## config.mk

```make
export PLATFORM = sky130hd
export DESIGN_NAME = count_ctrl
export DESIGN_NICKNAME = d
export VERILOG_FILES = /design/src/rtl/count_ctrl_pkg.sv /design/src/rtl/btn_debounce.sv /design/src/rtl/count_ctrl.sv
export SDC_FILE = /design/constraint.sdc
export NUM_CORES = 1
export LEC_CHECK = 0
export CAP_MARGIN = 5
export CORE_MARGIN = 2
export CORE_UTILIZATION = 32
export DETAILED_ROUTE_END_ITERATION = 10
export PLACE_DENSITY = 0.55
export RECOVER_POWER = 50
export SLEW_MARGIN = 40
export SYNTH_ARGS = -nofsm -noshare
export SYNTH_HDL_FRONTEND = slang
export SYNTH_HIERARCHICAL = 1
export SYNTH_SLANG_ARGS = --single-unit
```

## constraint.sdc

```tcl
create_clock -name clk -period 3.6 [get_ports clk]
set_input_delay 0.9 -clock clk [delete_from_list [all_inputs] [get_ports clk]]
set_output_delay 0.9 -clock clk [all_outputs]
set_load 0.005 [all_outputs]
```

## src/rtl/count_ctrl_pkg.sv

```systemverilog
// Shared types and constants for the count_ctrl front-end: FSM state, div_sel
// encoding and the fixed prescale divisors.
package count_ctrl_pkg;

  typedef enum logic {
    ST_PAUSED = 1'b0,
    ST_RUN    = 1'b1
  } state_t;

  localparam logic [1:0] DIV_SEL_1      = 2'd0;
  localparam logic [1:0] DIV_SEL_16     = 2'd1;
  localparam logic [1:0] DIV_SEL_256    = 2'd2;
  localparam logic [1:0] DIV_SEL_CUSTOM = 2'd3;

  localparam int DIV_FIXED_16  = 16;
  localparam int DIV_FIXED_256 = 256;

endpackage

```

## src/rtl/btn_debounce.sv

```systemverilog
// Button conditioner: 2-flop synchroniser, debouncer and registered press pulse.
// Debouncer present only when COUNT_CTRL_DEBOUNCE_EN is defined.
module btn_debounce #(
  parameter int DEBOUNCE_CYCLES = 1024
) (
  input  logic clk,
  input  logic rst_n,
  input  logic btn,
  output logic press
);

`ifdef COUNT_CTRL_DEBOUNCE_EN
  localparam bit DEBOUNCE_EN = 1'b1;
`else
  localparam bit DEBOUNCE_EN = 1'b0;
`endif

  logic sync_q1, sync_q2;
  logic stable, stable_d;

  always_ff @(posedge clk or negedge rst_n) begin
    if (!rst_n) begin
      sync_q1 <= 1'b0;
      sync_q2 <= 1'b0;
    end else begin
      sync_q1 <= btn;
      sync_q2 <= sync_q1;
    end
  end

  if (DEBOUNCE_EN && (DEBOUNCE_CYCLES >= 1)) begin : g_debounce
    localparam int CW = $clog2(DEBOUNCE_CYCLES + 1);
    logic [CW-1:0] cnt;
    logic          level_q;

    // The level flips on the sample that brings the disagreement run to DEBOUNCE_CYCLES.
    always_ff @(posedge clk or negedge rst_n) begin
      if (!rst_n) begin
        level_q <= 1'b0;
        cnt     <= '0;
      end else if (sync_q2 == level_q) begin
        cnt <= '0;
      end else if (cnt == CW'(DEBOUNCE_CYCLES - 1)) begin
        level_q <= ~level_q;
        cnt     <= '0;
      end else begin
        cnt <= cnt + 1'b1;
      end
    end

    assign stable = level_q;
  end else begin : g_bypass
    assign stable = sync_q2;
  end

  // Only rising edges of the accepted level count as presses.
  always_ff @(posedge clk or negedge rst_n) begin
    if (!rst_n) begin
      stable_d <= 1'b0;
      press    <= 1'b0;
    end else begin
      stable_d <= stable;
      press    <= stable & ~stable_d;
    end
  end

endmodule

```

## src/rtl/count_ctrl.sv

```systemverilog
// Counter control front-end: run/pause FSM, prescaler, step and load strobes.
// Button debouncing is enabled by defining COUNT_CTRL_DEBOUNCE_EN.
module count_ctrl
  import count_ctrl_pkg::*;
#(
  parameter int PRESCALE_W      = 16,
  parameter int PRESCALE_DIV    = 1000,
  parameter int DEBOUNCE_CYCLES = 1024
) (
  input  logic       clk,
  input  logic       rst_n,
  input  logic       run_btn,
  input  logic       step_btn,
  input  logic       load_btn,
  input  logic [7:0] load_sw,
  input  logic [1:0] div_sel,
  output logic       count_en,
  output logic       load_en,
  output logic [7:0] load_val,
  output logic       running
);

  logic run_press, step_press, load_press;

  btn_debounce #(.DEBOUNCE_CYCLES(DEBOUNCE_CYCLES)) u_run_btn (
    .clk(clk), .rst_n(rst_n), .btn(run_btn), .press(run_press)
  );
  btn_debounce #(.DEBOUNCE_CYCLES(DEBOUNCE_CYCLES)) u_step_btn (
    .clk(clk), .rst_n(rst_n), .btn(step_btn), .press(step_press)
  );
  btn_debounce #(.DEBOUNCE_CYCLES(DEBOUNCE_CYCLES)) u_load_btn (
    .clk(clk), .rst_n(rst_n), .btn(load_btn), .press(load_press)
  );

  logic [7:0] load_sw_q1, load_sw_q2;
  logic [1:0] div_sel_q1, div_sel_q2, div_sel_prev;

  always_ff @(posedge clk or negedge rst_n) begin
    if (!rst_n) begin
      load_sw_q1 <= '0;
      load_sw_q2 <= '0;
      div_sel_q1 <= '0;
      div_sel_q2 <= '0;
    end else begin
      load_sw_q1 <= load_sw;
      load_sw_q2 <= load_sw_q1;
      div_sel_q1 <= div_sel;
      div_sel_q2 <= div_sel_q1;
    end
  end

  logic [PRESCALE_W-1:0] div_m1, presc;
  logic                  tick, div_changed;

  always_comb begin
    case (div_sel_q2)
      DIV_SEL_1:   div_m1 = '0;
      DIV_SEL_16:  div_m1 = PRESCALE_W'(DIV_FIXED_16 - 1);
      DIV_SEL_256: div_m1 = PRESCALE_W'(DIV_FIXED_256 - 1);
      default:     div_m1 = PRESCALE_W'(PRESCALE_DIV - 1);
    endcase
  end

  assign tick        = (presc == div_m1);
  assign div_changed = (div_sel_q2 != div_sel_prev);

  state_t state;

  // Priority load > run > step; load_en and count_en are never set together.
  always_ff @(posedge clk or negedge rst_n) begin
    if (!rst_n) begin
      state        <= ST_PAUSED;
      presc        <= '0;
      count_en     <= 1'b0;
      load_en      <= 1'b0;
      load_val     <= '0;
      div_sel_prev <= '0;
    end else begin
      div_sel_prev <= div_sel_q2;
      load_en      <= 1'b0;
      count_en     <= 1'b0;
      if (load_press) begin
        state    <= ST_PAUSED;
        presc    <= '0;
        load_en  <= 1'b1;
        load_val <= load_sw_q2;
      end else if (run_press) begin
        state <= (state == ST_RUN) ? ST_PAUSED : ST_RUN;
        presc <= '0;
      end else if (state == ST_RUN) begin
        if (div_changed) begin
          presc <= '0;
        end else begin
          count_en <= tick;
          presc    <= tick ? '0 : presc + 1'b1;
        end
      end else begin
        presc    <= '0;
        count_en <= step_press;
      end
    end
  end

  assign running = (state == ST_RUN);

endmodule

```

* Yosys cells after proc, flatten, opt, wreduce, memory -nomap -nowiden
Index checks and enable logic that the tools add are counted.
Cells by class: $add $sub $neg 1, equal/unequal tests 4, multiplexer cells 14, bitwise logic cells 6, reduce and logical (&&, ||, !) cells 2
Operator list (number):
- 16-bit 2-to-1 mux | 5
- 10-bit case mux with 3 select lines | 1
- 16-bit by 1-bit adder with 16-bit output, second input constant | 1
- 16-bit equality test | 1
- 1-bit 2-to-1 mux | 8
- 1-bit bitwise AND | 3
- 1-bit NOT | 3
- 2-bit by 1-bit equality test with 1-bit output, second input constant | 1
- 2-bit equality test, second input constant | 1
- 2-bit zero test | 1
- 2-bit != test | 1
- 2-bit nonzero test | 1
Storage, ports and cells: register bits 61, logic and storage cells 49

* Logic depth before layout (Yosys ltp)
Gate-level depths: netlist (run 1).
depth in word-level cells 8, depth in mapped cells 7, gate-level depth less buffers 6

* Cells and area by module
Netlist (run 1), hierarchy kept.
By module, submodules not included:
- count_ctrl | instances 1, cells each 149, area each 1899.3 um^2, sequential area each 1226.2 um^2
- btn_debounce | instances 3, cells each 5, area each 113.9 um^2, sequential area each 100.1 um^2

* Worst setup path before layout (run 1)
Ideal clock, no wire load.
path type flip-flop to flip-flop, from reg div_sel_q2[0], to reg presc[10], data arrival time 1.661 ns, data required time 3.464 ns, path slack 1.803 ns, cell stages (with the launch flop) 8, path buffers 1, period minus slack after synthesis 1.797 ns, cells stage by stage dfrtp_1 inv_1 ha_1 nand2b_1 o32a_1 a2111oi_2 buf_2 nor3_1
On the way: cells in the longest elaborated chain, start to end 8, elaborated cells between the ends (all ways) 11, those cells by class 4 x eq/ne; 6 x mux; 1 x reduce/logical
Ends and longest elaborated chain:
- start: declaration | line count_ctrl.sv:36 | logic [1:0] div_sel_q1, div_sel_q2, div_sel_prev;
- start signal: assignment | line count_ctrl.sv:48 | div_sel_q2 <= div_sel_q1;
- 2-bit equality test (tied with other cells) | line count_ctrl.sv:56 | case (div_sel_q2)
- 10-bit case mux with 3 select lines | line count_ctrl.sv:56
- 16-bit equality test | line count_ctrl.sv:64 | assign tick = (presc == div_m1);
- 16-bit 2-to-1 mux | line count_ctrl.sv:95 | presc <= tick ? '0 : presc + 1'b1;
- 16-bit 2-to-1 mux * | line count_ctrl.sv:91 | if (div_changed) begin
- 16-bit 2-to-1 mux * | line count_ctrl.sv:90 | end else if (state == ST_RUN) begin
- 16-bit 2-to-1 mux * | line count_ctrl.sv:87 | end else if (run_press) begin
- 16-bit 2-to-1 mux * | line count_ctrl.sv:82 | if (load_press) begin
- end signal: assignment | line count_ctrl.sv:95
- end: declaration | line count_ctrl.sv:52 | logic [PRESCALE_W-1:0] div_m1, presc;
Every way passes the cells marked *; elsewhere a longest branch is shown, timed or not. A chain may end at the register's enable or synchronous reset.

==> results of run 1 <==
[routing by layer]
layer | up-vias | GRT usage | wire length [um]
met5 | - | 0 | 0
met2 | 28 | 0.149 | 1670
met1 | 657 | 0.153 | 1790
li1 | 627 | - | -
met3 | 8 | 0.0424 | 142
met4 | 0 | 0.0629 | 79
[worst reg2reg max path, cell delays in order (launching register included)]
cell	delay (ns)
dfrtp_1	0.55
or3b_1	0.45
or3_1	0.56
or4_1	0.57
nand2_1	0.08
[power by group]
| part | internal, W | leakage (nW) | switching [W] |
|---|---|---|---|
| Clock | 0.000351 | 0.101 | 0.000255 |
| Combinational | 0.0000645 | 0.315 | 0.0000405 |
| Sequential | 0.000722 | 0.756 | 0.0000202 |
| Total | 0.00114 | 1.17 | 0.000315 |
[how the worst min path moves through the flow]
stage                       startpoint                 to  slack [ns]  cells after the start
global placement    u_load_btn/sync_q1  u_load_btn/stable        0.33                      0
CTS                      load_sw_q1[5]      load_sw_q2[5]        0.35                      0
floorplan                div_sel_q1[0]      div_sel_q2[0]        0.33                      0
finish                   load_sw_q1[5]      load_sw_q2[5]        0.35                      0
global route             div_sel_q1[1]      div_sel_q2[1]        0.36                      0
detailed placement       div_sel_q1[0]      div_sel_q2[0]        0.33                      0
[kinds of logic (layout without fill, tap and decap cells)]
group | count (synthesis) | count (layout) | synth area share
flip-flops | 61 | 61 | 0.681
AO/OA/AOI/OAI | 11 | 11 | 0.0335
AND/OR/NAND/NOR | 56 | 56 | 0.146
buffers and inverters | 8 | 45 | 0.0145
XOR/XNOR | 16 | 16 | 0.0625
multiplexers | 8 | 8 | 0.0402
adder cells (fa/ha/maj) | 4 | 4 | 0.0223
[cells in the final DEF (no fill, tap or decap), types with 2 or more instances in the layout]
cell type        count
dfrtp_1             61
clkdlybuf4s50_1     20
nor3_1              14
clkbuf_8            11
xor2_1               9
nand2_1              8
mux2_2               8
nand3_1              7
xnor2_1              7
nor2_1               5
o21ai_0              4
or3_1                4
ha_1                 4
dlygate4sd3_1        4
and3_1               3
a21oi_1              3
buf_4                3
inv_1                2
nand2b_1             2
and4_1               2
nand4_1              2
clkinv_2             2
nor2b_1              2
[area by class of cell]
class	instances	area share
clock inverters	4	0.0171
well taps	96	0.0432
multi-input cells	95	0.238
repair buffers	28	0.0958
clock buffers	11	0.0544
inverters	2	0.00270
flip-flops and latches	61	0.549
[flip-flops by register name (all words and copies together) (netlist names), 2 cells and up]
| name | flops |
|---|---|
| div_sel_prev | 2 |
| presc | 16 |
| div_sel_q1 | 2 |
| load_sw_q2 | 8 |
| load_val | 8 |
| div_sel_q2 | 2 |
| load_sw_q1 | 8 |
[through the flow]
step	area (um2)	hold WS (ns)	instances
after floorplan	2240	0.331	164
after global placement	2600	0.333	282
after detailed placement	2610	0.335	282
after CTS	2810	0.349	297
after global routing	2780	0.356	297
final	2780	0.346	297
==> run metrics, run 1 <==
Power Density=~520 mW/mm2; Synth area leader=dfrtp_1; Die Span X=87.7 um; R2R Path Start=u_load_btn/press; Synth top area share=0.681; crit-path max FO=between 40 and 50; TritonCTS Sinks=61; Commonest cells post-synth=dfrtp_1 (61), nor3_1 (14), xor2_1 (9); Ant. Diodes=0; clock buffer depth=2; share of layout cells above drive strength 1=0.139; grt total ovfl=0; WL final=approximately 3700 um; CP Class=in2async; min Tclk post-route=about 2.4 ns; Die Ht=87.7 um; share of synthesized flip-flops with an asynchronous set or reset=1.00; Setup Viol. Count Final=0; Final #Nets=between 200 and 250; register area share after synthesis=0.681; Worst Path Required=about 3.6 ns; worst reg2reg endpoint=presc[15]; drt pass-1 iters=4; Post-Route Utilization=0.409; Critical Path Source=rst_n; max_slew headroom=-0.388; Max Clk Rate=around 0.42 GHz; sequential cell area=between 0.0015 and 0.002 mm2; drc violations=0; hold crit path type=reg2reg; slowest stage cell, crit path=clkbuf_1; footprint of the multi-input gates=between 600 and 700 um2; TritonCTS buffer count=9; Worst-Margin Slew=2.08 ns; RSZ-0062 raised after global routing=false; number of cells on the worst reg-to-reg path=4; IO Count=26; setup TNS=0 ns; status=finished, violations left; flop2flop setup slack=around 1.3 ns; vias in the first global route=between 1000 and 1500; 1st-iter DRT viols=70; #FFs+latches synth=61; Stages on worst setup path=1; worst path bufs/invs=1; max cap viols=1; GRT Overall Usage=0.111; CP max stage delay=between 1 and 1.5 ns; family with the most delay on the worst path=buffers and inverters; worst skew pair latency=0.33 ns; count of buffers from port buffering=25; Critical Path End=div_sel_prev[1]; CP arrival=2.38 ns; vias per cell=between 4 and 5; Mapped Nets=183; yosys warns=6; Rows=30; Pins Over Slew Limit=42; crit share post-route=0.655; initial antenna violation count=0; dpl ws=1.34 ns; die area=between 0.007 and 0.008 mm2; Post-synth EDFFs=0; P&R area growth vs syn=24.1%; Synth area leaders=dfrtp_1 (68%), mux2_2 (4.0%), xor2_1 (3.5%); Root Driver=clkbuf_8; Setup Buffers After CTS=0; CP Cell Sequence=clkbuf_1; WL/cell=roughly 12 um; Post-synth top flop=dfrtp_1; PnR worst setup slack=1.24 ns; Resized Gates After CTS=0; via count=around 1300; largest net degree at the start of global routing=42; CP endpoint kind=async pin; CTS Hold Bufs=0; top-count cell post-synth=dfrtp_1; Initial Utilization=0.330; Pwr Total=around 0.0015 W; first-pass GRT wire length=~6300 um; VDD IR-drop max=between 0.0003 and 0.0004 V; average size of a mapped cell=between 10 and 15 um2; Final Hold Fails=0; core region area=0.00679 mm2; Post-DP HPWL=2440 um; Gate Count Post-Synth=164; fillcell total=about 660; Leakage=between 1 and 1.5 nW; violated checks=capacitance limit, slew limit; post-synthesis cell type count=30; H-tree depth=3; Final Skew=roughly 0.004 ns; GPL Wtd Cong=a little under 0.8; Startpoint Class=primary input; TritonCTS clock tree=built; CTS clock-pin slew for the worst setup and hold paths=approximately 0.060 ns; Detail Route Antenna Nets=0; cell area after synthesis=~0.0022 mm2
Power figures use the tool's default switching activity.
==> run 2, diff against run 1 <==
==> constraint.sdc (replaced) <==
create_clock -name clk -period 2.33 [get_ports clk]
set_input_delay 0.5825 -clock clk [delete_from_list [all_inputs] [get_ports clk]]
set_output_delay 0.5825 -clock clk [all_outputs]
set_load 0.005 [all_outputs]
==> run metrics, run 2 (same netlist as run 1, synthesis figures left out) <==
Clk pwr share=0.430; WHS Path Cells=0; CP max stage delay=just over 0.4 ns; Switching Fraction=0.209; CP arrival=about 2.0 ns; via count=roughly 1400; CTS Hold Bufs=0; Initial Utilization=0.330; GPL Wtd Cong=~0.77; GRT Overall Usage=0.112; min Tclk post-route=between 1.5 and 2 ns; TritonCTS Sinks=approximately 60; max_slew headroom=0.291; CTS clock-pin slew for the worst setup and hold paths=around 0.07 ns; worst reg2reg endpoint=presc[10]; number of cells on the worst reg-to-reg path=7; Die Span X=just under 90 um; R2R Path Start=div_sel_q2[0]; core region area=0.00679 mm2; share of layout cells above drive strength 1=0.146; Seq pwr share=0.498; grt total ovfl=0; Leakage=between 1 and 1.5 nW; Setup Viol. Count Final=0; Pwr Total=between 0.002 and 0.0025 W; H-tree depth=3; WL/cell=around 12 um; vias per cell=between 4 and 5; largest net degree at the start of global routing=28; Finished Layout Cells=approximately 300; CP Cell Sequence=inv_1, ha_1, and3_1, o21ai_0, a2111oi_2, buf_4, nor3_1; Resized Gates After CTS=0; crit share post-route=0.789; 1st-iter DRT viols=49; commonest non-fill, non-tap cell in the layout=dfrtp_1; die area=slightly below 0.008 mm2; initial antenna violation count=0; worst skew pair latency=0.33 ns; Setup Buffers After CTS=0; crit-path max FO=6; IO Count=26; Final Skew=approximately 0.007 ns; CP Class=reg2reg; VDD IR-drop max=0.000437 V; Largest Register=presc; Detail Route Antenna Nets=0; first-pass GRT wire length=between 6000 and 7000 um; family with the most delay on the worst path=compound AO/OA/AOI/OAI gates; Power Density=815 mW/mm2; CP endpoint kind=flop; Post-DP HPWL=between 2000 and 2500 um; TritonCTS clock tree=built; flop2flop setup slack=roughly 0.49 ns; status=finished clean; Ant. Diodes=0; drc violations=0; Rows=30; Die Ht=~88 um; drt pass-1 iters=4; switching power total=about 0.00048 W; setup TNS=0 ns; commonest cells after routing, fill and taps aside=dfrtp_1 (61), nor3_1 (14), dlygate4sd3_1 (13); max cap viols=0; Post-Route Utilization=0.414; Final Hold Fails=0; WL final=3590 um; PnR worst setup slack=0.491 ns; Pint=about 0.0018 W; Max Clk Rate=0.544 GHz; Pins Over Slew Limit=0; Hold Path End=load_sw_q2[4]; Root Driver=clkbuf_8; max reg flops=16; vias in the first global route=1388; hold crit path type=reg2reg; Min-Delay Startpoint=load_sw_q1[4]; clock buffer depth=2; Worst Path Required=between 2 and 3 ns; Startpoint Class=flop; placed insts=between 200 and 300; Final #Nets=~220; count of buffers from port buffering=25; Comb pwr share=0.071; worst path bufs/invs=2; slowest stage cell, crit path=dfrtp_1; RSZ-0062 raised after global routing=false; dpl ws=0.496 ns; TritonCTS buffer count=9; Worst-Margin Slew=~1.1 ns; P&R area growth vs syn=25.6%
==> run 2: layout make-up <==
cell class,instances,area (um2)
well taps,96,120
multi-input cells,95,664
clock buffers,10,128
repair buffers,31,282
inverters,2,7.51
fillers,652,3980
flip-flops and latches,61,1530
clock inverters,6,87.6
==> run 2: worst max path at each step <==
stage                  startpoint   endpoint  slack [ns]  cells after the start
floorplan           div_sel_q2[0]  presc[10]        0.53                      7
detailed placement  div_sel_q2[0]   presc[3]        0.50                      7
global route                rst_n   presc[7]        0.27                      2
CTS                       running    running        0.47                      1
finish              div_sel_q2[0]  presc[10]        0.49                      7
global placement    div_sel_q2[0]   presc[0]        0.51                      7
==> run 2: per-stage QoR <==
| stage | instance area (um2) | hold slack (ns) |
|---|---|---|
| 2_1_floorplan | 2240 | 0.287 |
| 3_3_place_gp | 2630 | 0.333 |
| 3_5_place_dp | 2630 | 0.335 |
| 4_1_cts | 2840 | 0.189 |
| 5_1_grt | 2820 | 0.358 |
| 6_report | 2820 | 0.347 |
==> run 2: power groups by stage <==
| stage | registers [W] | clock network, W | logic (W) |
|---|---|---|---|
| detailed placement | 0.00117 | 0 | 0.000176 |
| floorplan | 0.00116 | 0 | 0.0000608 |
| global route | 0.00115 | 0.00109 | 0.000182 |
| CTS | 0.00115 | 0.00103 | 0.000177 |
| finish | 0.00114 | 0.000987 | 0.000164 |
| global placement | 0.00117 | 0 | 0.000175 |
==> run 2: routing by layer <==
layer	track usage	wire [um]	vias up
met3	0.0537	169	6
met2	0.163	1700	31
met4	0.0490	44	0
met1	0.143	1680	679
met5	0	0	-
li1	-	-	638
